`src/rtl/fft_twiddle_stage.sv`:
```
// Twiddle-multiply stage behind the radix-2 butterfly: the lower leg is multiplied by W_N^k
// from an internal ROM, the upper leg is delay-matched, and the result leaves over valid/ready.
module fft_twiddle_stage #(
    parameter int N      = 8,
    parameter int STRIDE = 1
) (
    input  logic                       clk,
    input  logic                       rst_n,
    input  logic                       in_valid,
    output logic                       in_ready,
    input  logic                       frame_start,
    input  logic [15:0]                in_ar,
    input  logic [15:0]                in_ai,
    input  logic [15:0]                in_br,
    input  logic [15:0]                in_bi,
    output logic                       out_valid,
    input  logic                       out_ready,
    output logic [15:0]                out_ar,
    output logic [15:0]                out_ai,
    output logic [15:0]                out_br,
    output logic [15:0]                out_bi,
    output logic [$clog2(N/2)-1:0]     out_k
);

    localparam int HALF      = N / 2;
    localparam int KW        = $clog2(HALF);
    // The ROM is stored at N=16 resolution; an N=8 index selects every other entry.
    localparam int ROM_SHIFT = (N == 8) ? 1 : 0;

    // {wr, wi} for twiddle index k, Q1.15 with 32767 as unity.
    function automatic logic [31:0] twiddle_rom(input logic [KW-1:0] k);
        logic [2:0]  idx;
        logic [31:0] w;
        idx = 3'(k) << ROM_SHIFT;
        case (idx)
            3'd0:    w = {16'sd32767,  16'sd0};
            3'd1:    w = {16'sd30273, -16'sd12539};
            3'd2:    w = {16'sd23170, -16'sd23170};
            3'd3:    w = {16'sd12539, -16'sd30273};
            3'd4:    w = {16'sd0,     -16'sd32767};
            3'd5:    w = {-16'sd12539, -16'sd30273};
            3'd6:    w = {-16'sd23170, -16'sd23170};
            3'd7:    w = {-16'sd30273, -16'sd12539};
            default: w = {16'sd32767,  16'sd0};
        endcase
        return w;
    endfunction

    // Clamp a rounded, rescaled sum into the signed 16-bit range.
    function automatic logic [15:0] sat16(input logic signed [32:0] v);
        logic [15:0] r;
        if (v > 33'sd32767) begin
            r = 16'h7fff;
        end else if (v < -33'sd32768) begin
            r = 16'h8000;
        end else begin
            r = v[15:0];
        end
        return r;
    endfunction

    logic                 advance_s;
    logic                 accept_s;
    logic [KW-1:0]        k_r;
    logic [KW-1:0]        k_use_s;
    logic [KW-1:0]        k_next_s;
    logic [31:0]          w_s;

    logic                 s1_valid_r;
    logic [15:0]          s1_ar_r, s1_ai_r;
    logic signed [15:0]   s1_br_r, s1_bi_r, s1_wr_r, s1_wi_r;
    logic [KW-1:0]        s1_k_r;

    logic signed [31:0]   p_brwr_s, p_biwi_s, p_brwi_s, p_biwr_s;
    logic                 s2_valid_r;
    logic [15:0]          s2_ar_r, s2_ai_r;
    logic signed [31:0]   s2_brwr_r, s2_biwi_r, s2_brwi_r, s2_biwr_r;
    logic [KW-1:0]        s2_k_r;

    logic signed [32:0]   re_s, im_s, re_rnd_s, im_rnd_s, re_sh_s, im_sh_s;
    logic [15:0]          res_br_s, res_bi_s;

    logic                 out_valid_r;
    logic [15:0]          out_ar_r, out_ai_r, out_br_r, out_bi_r;
    logic [KW-1:0]        out_k_r;

    // The whole pipe moves as one unit whenever the output slot is free or draining.
    assign advance_s = !out_valid_r || out_ready;
    assign accept_s  = in_valid && advance_s;
    assign in_ready  = advance_s;

    assign out_valid = out_valid_r;
    assign out_ar    = out_ar_r;
    assign out_ai    = out_ai_r;
    assign out_br    = out_br_r;
    assign out_bi    = out_bi_r;
    assign out_k     = out_k_r;

    // Twiddle index selection; frame_start forces index 0 and wins over wrap-around.
    always_comb begin
        k_use_s  = {KW{1'b0}};
        k_next_s = {KW{1'b0}};
        if (frame_start) begin
            k_use_s = {KW{1'b0}};
        end else begin
            k_use_s = k_r;
        end
        k_next_s = k_use_s + KW'(STRIDE);
        w_s      = twiddle_rom(k_use_s);
    end

    // Index counter steps only on an accepted pair.
    always_ff @(posedge clk or negedge rst_n) begin
        if (!rst_n) begin
            k_r <= {KW{1'b0}};
        end else if (accept_s) begin
            k_r <= k_next_s;
        end else begin
            k_r <= k_r;
        end
    end

    // S1: capture the pair, its index and the ROM word.
    always_ff @(posedge clk or negedge rst_n) begin
        if (!rst_n) begin
            s1_valid_r <= 1'b0;
            s1_ar_r    <= 16'd0;
            s1_ai_r    <= 16'd0;
            s1_br_r    <= 16'sd0;
            s1_bi_r    <= 16'sd0;
            s1_wr_r    <= 16'sd0;
            s1_wi_r    <= 16'sd0;
            s1_k_r     <= {KW{1'b0}};
        end else if (advance_s) begin
            s1_valid_r <= in_valid;
            if (in_valid) begin
                s1_ar_r <= in_ar;
                s1_ai_r <= in_ai;
                s1_br_r <= in_br;
                s1_bi_r <= in_bi;
                s1_wr_r <= w_s[31:16];
                s1_wi_r <= w_s[15:0];
                s1_k_r  <= k_use_s;
            end
        end
    end

    // Four partial products of the complex multiply.
    always_comb begin
        p_brwr_s = 32'(s1_br_r) * 32'(s1_wr_r);
        p_biwi_s = 32'(s1_bi_r) * 32'(s1_wi_r);
        p_brwi_s = 32'(s1_br_r) * 32'(s1_wi_r);
        p_biwr_s = 32'(s1_bi_r) * 32'(s1_wr_r);
    end

    // S2: register the products alongside the delayed upper leg.
    always_ff @(posedge clk or negedge rst_n) begin
        if (!rst_n) begin
            s2_valid_r <= 1'b0;
            s2_ar_r    <= 16'd0;
            s2_ai_r    <= 16'd0;
            s2_brwr_r  <= 32'sd0;
            s2_biwi_r  <= 32'sd0;
            s2_brwi_r  <= 32'sd0;
            s2_biwr_r  <= 32'sd0;
            s2_k_r     <= {KW{1'b0}};
        end else if (advance_s) begin
            s2_valid_r <= s1_valid_r;
            if (s1_valid_r) begin
                s2_ar_r   <= s1_ar_r;
                s2_ai_r   <= s1_ai_r;
                s2_brwr_r <= p_brwr_s;
                s2_biwi_r <= p_biwi_s;
                s2_brwi_r <= p_brwi_s;
                s2_biwr_r <= p_biwr_s;
                s2_k_r    <= s1_k_r;
            end
        end
    end

    // Sum in 33 bits, round half-up by adding 2^14, floor-shift back to Q1.15, then clamp.
    always_comb begin
        re_s     = $signed({s2_brwr_r[31], s2_brwr_r}) - $signed({s2_biwi_r[31], s2_biwi_r});
        im_s     = $signed({s2_brwi_r[31], s2_brwi_r}) + $signed({s2_biwr_r[31], s2_biwr_r});
        re_rnd_s = re_s + 33'sd16384;
        im_rnd_s = im_s + 33'sd16384;
        re_sh_s  = re_rnd_s >>> 15;
        im_sh_s  = im_rnd_s >>> 15;
        res_br_s = sat16(re_sh_s);
        res_bi_s = sat16(im_sh_s);
    end

    // S3: output register; holds everything while the downstream stalls.
    always_ff @(posedge clk or negedge rst_n) begin
        if (!rst_n) begin
            out_valid_r <= 1'b0;
            out_ar_r    <= 16'd0;
            out_ai_r    <= 16'd0;
            out_br_r    <= 16'd0;
            out_bi_r    <= 16'd0;
            out_k_r     <= {KW{1'b0}};
        end else if (advance_s) begin
            out_valid_r <= s2_valid_r;
            if (s2_valid_r) begin
                out_ar_r <= s2_ar_r;
                out_ai_r <= s2_ai_r;
                out_br_r <= res_br_s;
                out_bi_r <= res_bi_s;
                out_k_r  <= s2_k_r;
            end
        end
    end

endmodule

```
`config.mk`:
```
export PLATFORM = sky130hd
export DESIGN_NAME = fft_twiddle_stage
export DESIGN_NICKNAME = d
export VERILOG_FILES = /design/src/rtl/fft_twiddle_stage.sv
export SDC_FILE = /design/constraint.sdc
export NUM_CORES = 2
export LEC_CHECK = 0
export BUFFER_PORTS_ARGS = -buffer_cell sky130_fd_sc_hd__buf_2
export CORE_MARGIN = 3
export CORE_UTILIZATION = 35
export DETAILED_ROUTE_END_ITERATION = 8
export PLACE_DENSITY = 0.47
export SLEW_MARGIN = 20
export SYNTH_ARGS = -nofsm -noshare
export SYNTH_HDL_FRONTEND = slang
export SYNTH_SLANG_ARGS = --single-unit
```
`constraint.sdc`:
```
create_clock -name clk -period 8.5 [get_ports clk]
set_input_delay 0.85 -clock clk [delete_from_list [all_inputs] [get_ports clk]]
set_output_delay 0.85 -clock clk [all_outputs]
set_load 0.01 [all_outputs]
```
==> results_dict.tcl <==
set metrics [dict create \
    outcome "completed" \
    slew_headroom_pct 29.3 \
    crit_path_end_kind "flop" \
    hold_violations 0 \
    grt_overflow 0 \
    arrival_ns 7.97 \
    hpwl_mm 102 \
    via_per_inst 4.73 \
    synth-warning-count 0 \
    synth_area_leaders "fa_1 33%, dfrtp_1 17%, ha_1 15%" \
    synth_top_cell_by_area "fa_1" \
    ctsResizeCount 0 \
    clockBufferDepth 3 \
    yosysMostFrequentCell "inv_1" \
    fmaxAchievable_ghz 0.133 \
    top_usage_layer "met2" \
    dr.first_iter.drc_count 1586 \
    grt_pass1_vias 32600 \
    yosysTopAreaCellShare_pct 33.1 \
    placed_area_sq_um 46900 \
    yosys_register_bits 306 \
    gp_congestion 0.880 \
    grtUsageMet1_pct 27.5 \
    routedWlPerCell_microns 18.8 \
    synth_fa_ha_area_share_pct 48.6 \
    pin_count 137 \
    setup_violations 0 \
    worst_ep_required_time_ns 8.97 \
    clock_sink_count 306 \
    cts_tree "yes" \
    yosysSeqAreaShare_pct 17.3 \
    core_region_area_sq_um 125000 \
    die_h_microns 362 \
    fin_crit_ns 7.50 \
    cts_buffers 42 \
    synthFlopType "dfrtp_1" \
    cts_setup_buffers 0 \
    syn_to_final_growth_pct 9.28 \
    antenna_found_initial 6 \
    hp-class "in -> async" \
    ant_nets 0 \
    synth_xor_area_share_pct 4.29 \
    dr.pass1.iters 5 \
    async_flop_share_pct 100 \
    ctsHoldBuffers 0 \
    clock_latency_ns 0.64 \
    stdcell_area_sq_um 48400 \
    met2_usage_pct 29.8 \
    syn_area_sq_um 44300 \
    rsz0062_at_grt "no" \
    tns_ns 0 \
    grtUsageTotal_pct 19.1 \
    grt_pass1_wl_mm 193 \
    maxCapViolCount 0 \
    drc 0 \
    drive_above_1_share_pct 6.03 \
    start_util_pct 35.5 \
    whs_ns 0.282 \
    grt_use_met3_pct 3.24 \
    synth_compound_gate_area_share_pct 8.59 \
    avgSynthCellArea_sq_um 9.35 \
    skew_ns 0.0548 \
    drt_wl_total_mm 122 \
    synth_edf_count 0 \
    maxSlewViolCount 0 \
    critPathLaunchType "flop" \
    worstMarginPinSlew_ns 1.05 \
    synth-simple-area-share_pct 11.2 \
    crit_path_max_fanout 24 \
    synth_mux_area_share_pct 0.119 \
    grt_max_degree 151 \
    row_count 129 \
    yosys-top-cells-count "1012 x inv_1, 766 x nand2_1, 733 x fa_1, 545 x ha_1, 306 x dfrtp_1" \
    critPathKind "reg -> reg" \
    num_vias 30700 \
    cts.clk_slew.worst_paths_ns 0.06 \
    fin_crit_sh_pct 88.3 \
    die_w_microns 362 \
    yosysUniqueCellTypes 74 \
    portBuffers 136 \
    root_buffer "clkbuf_16" \
    syn_inst 4735 \
    synth_top_family_by_area "adder cells" \
    die_area_sq_um 131000 \
    htree_levels 2 \
    layout.nets 6171 \
]
[state kept, by name, indices dropped and copies added, names as in the netlist, 32 cells and up]
signal and count:
s2_biwi_r 32, s2_brwr_r 32, s2_brwi_r 32, s2_biwr_r 32
[routing by layer]
metal / vias to the layer above / part of all wire, % / wire [microns]
met5: - / 0.058 / 71
met4: 10 / 2.7 / 3260
met3: 136 / 4.7 / 5790
met2: 529 / 44 / 54100
met1: 15200 / 48 / 58900
li1: 14800 / - / -
[cells in the final DEF, fill, tap and decap left out, types with 52 or more instances in the layout]
cell / count
and2_1: 106
xor2_1: 77
a21oi_1: 126
xnor2_1: 140
ha_1: 545
buf_4: 52
fa_1: 733
nor2_1: 131
nand2_1: 763
inv_1: 1011
o21ai_0: 175
dfrtp_1: 306
buf_2: 135
a21o_1: 78
[cells by family after synthesis]
kind of cell    after synthesis
compound gates              603
other cells                   1
flops                       306
mux                           5
fa+ha+maj                  1280
simple gates               1162
xor+xnor                    217
buf+inv                    1161
[area by class of cell]
type                    count  area, sq um
diodes                      1         2.50
clock buffers              60         1190
clock inverters            16          290
fillers                 12700        76200
inverters                1015         3810
multi-input cells        3269        32300
flip-flops and latches    306         7660
well taps                1637         2050
repair buffers            190         1120
[worst max-delay path, stage by stage, from the launching register on]
cell and delay (ns):
dfrtp_1 1.01, nand2_1 0.56, fa_1 0.63, fa_1 0.54, fa_1 0.53, inv_1 0.06
fa_1 0.50, fa_1 0.51, inv_1 0.06, fa_1 0.49, inv_1 0.05, ha_1 0.33
and3_1 0.22, a221oi_1 0.36, nor2_1 0.09, a21oi_1 0.12, o31ai_1 0.16, a221oi_2 0.48
o211ai_1 0.18, a31oi_1 0.23, xor2_1 0.16, o21ai_1 0.07
[worst paths after layout]
| path | slack (ns) | startpoint | endpoint | cells past startpoint |
|---|---|---|---|---|
| worst max register to register | 1.0 | s1_wr_r[13]$_DFFE_PN0P_ | s2_biwr_r[29]$_DFFE_PN0P_ | 21 |
| min in group clk | 0.40 | in_bi[0] | s1_bi_r[0]$_DFFE_PN0P_ | 3 |
| worst max-delay path | 1.0 | s1_wr_r[13]$_DFFE_PN0P_ | s2_biwr_r[29]$_DFFE_PN0P_ | 21 |
| worst min register to register | 0.46 | s1_ai_r[1]$_DFFE_PN0P_ | s2_ai_r[1]$_DFFE_PN0P_ | 2 |
| worst min-delay path | 0.28 | rst_n | s1_ai_r[6]$_DFFE_PN0P_ | 1 |
| max in group asynchronous | 6.66 | rst_n | s1_br_r[11]$_DFFE_PN0P_ | 2 |
[metrics by stage]
| step | std cells | worst slack, ns | util, % |
|---|---|---|---|
| after global routing | 6493 | 0.587 | 38.8 |
| after CTS | 6493 | 1.00 | 38.8 |
| after global placement | 6417 | 1.12 | 37.7 |
| after floorplan | 4736 | 1.82 | - |
| final | 6494 | 0.997 | 38.8 |
| after detailed placement | 6417 | 1.00 | 37.7 |
Power is left out: the tool's default activity adds up to more than one toggle a clock period on the data nets, which glitch-free logic cannot reach.
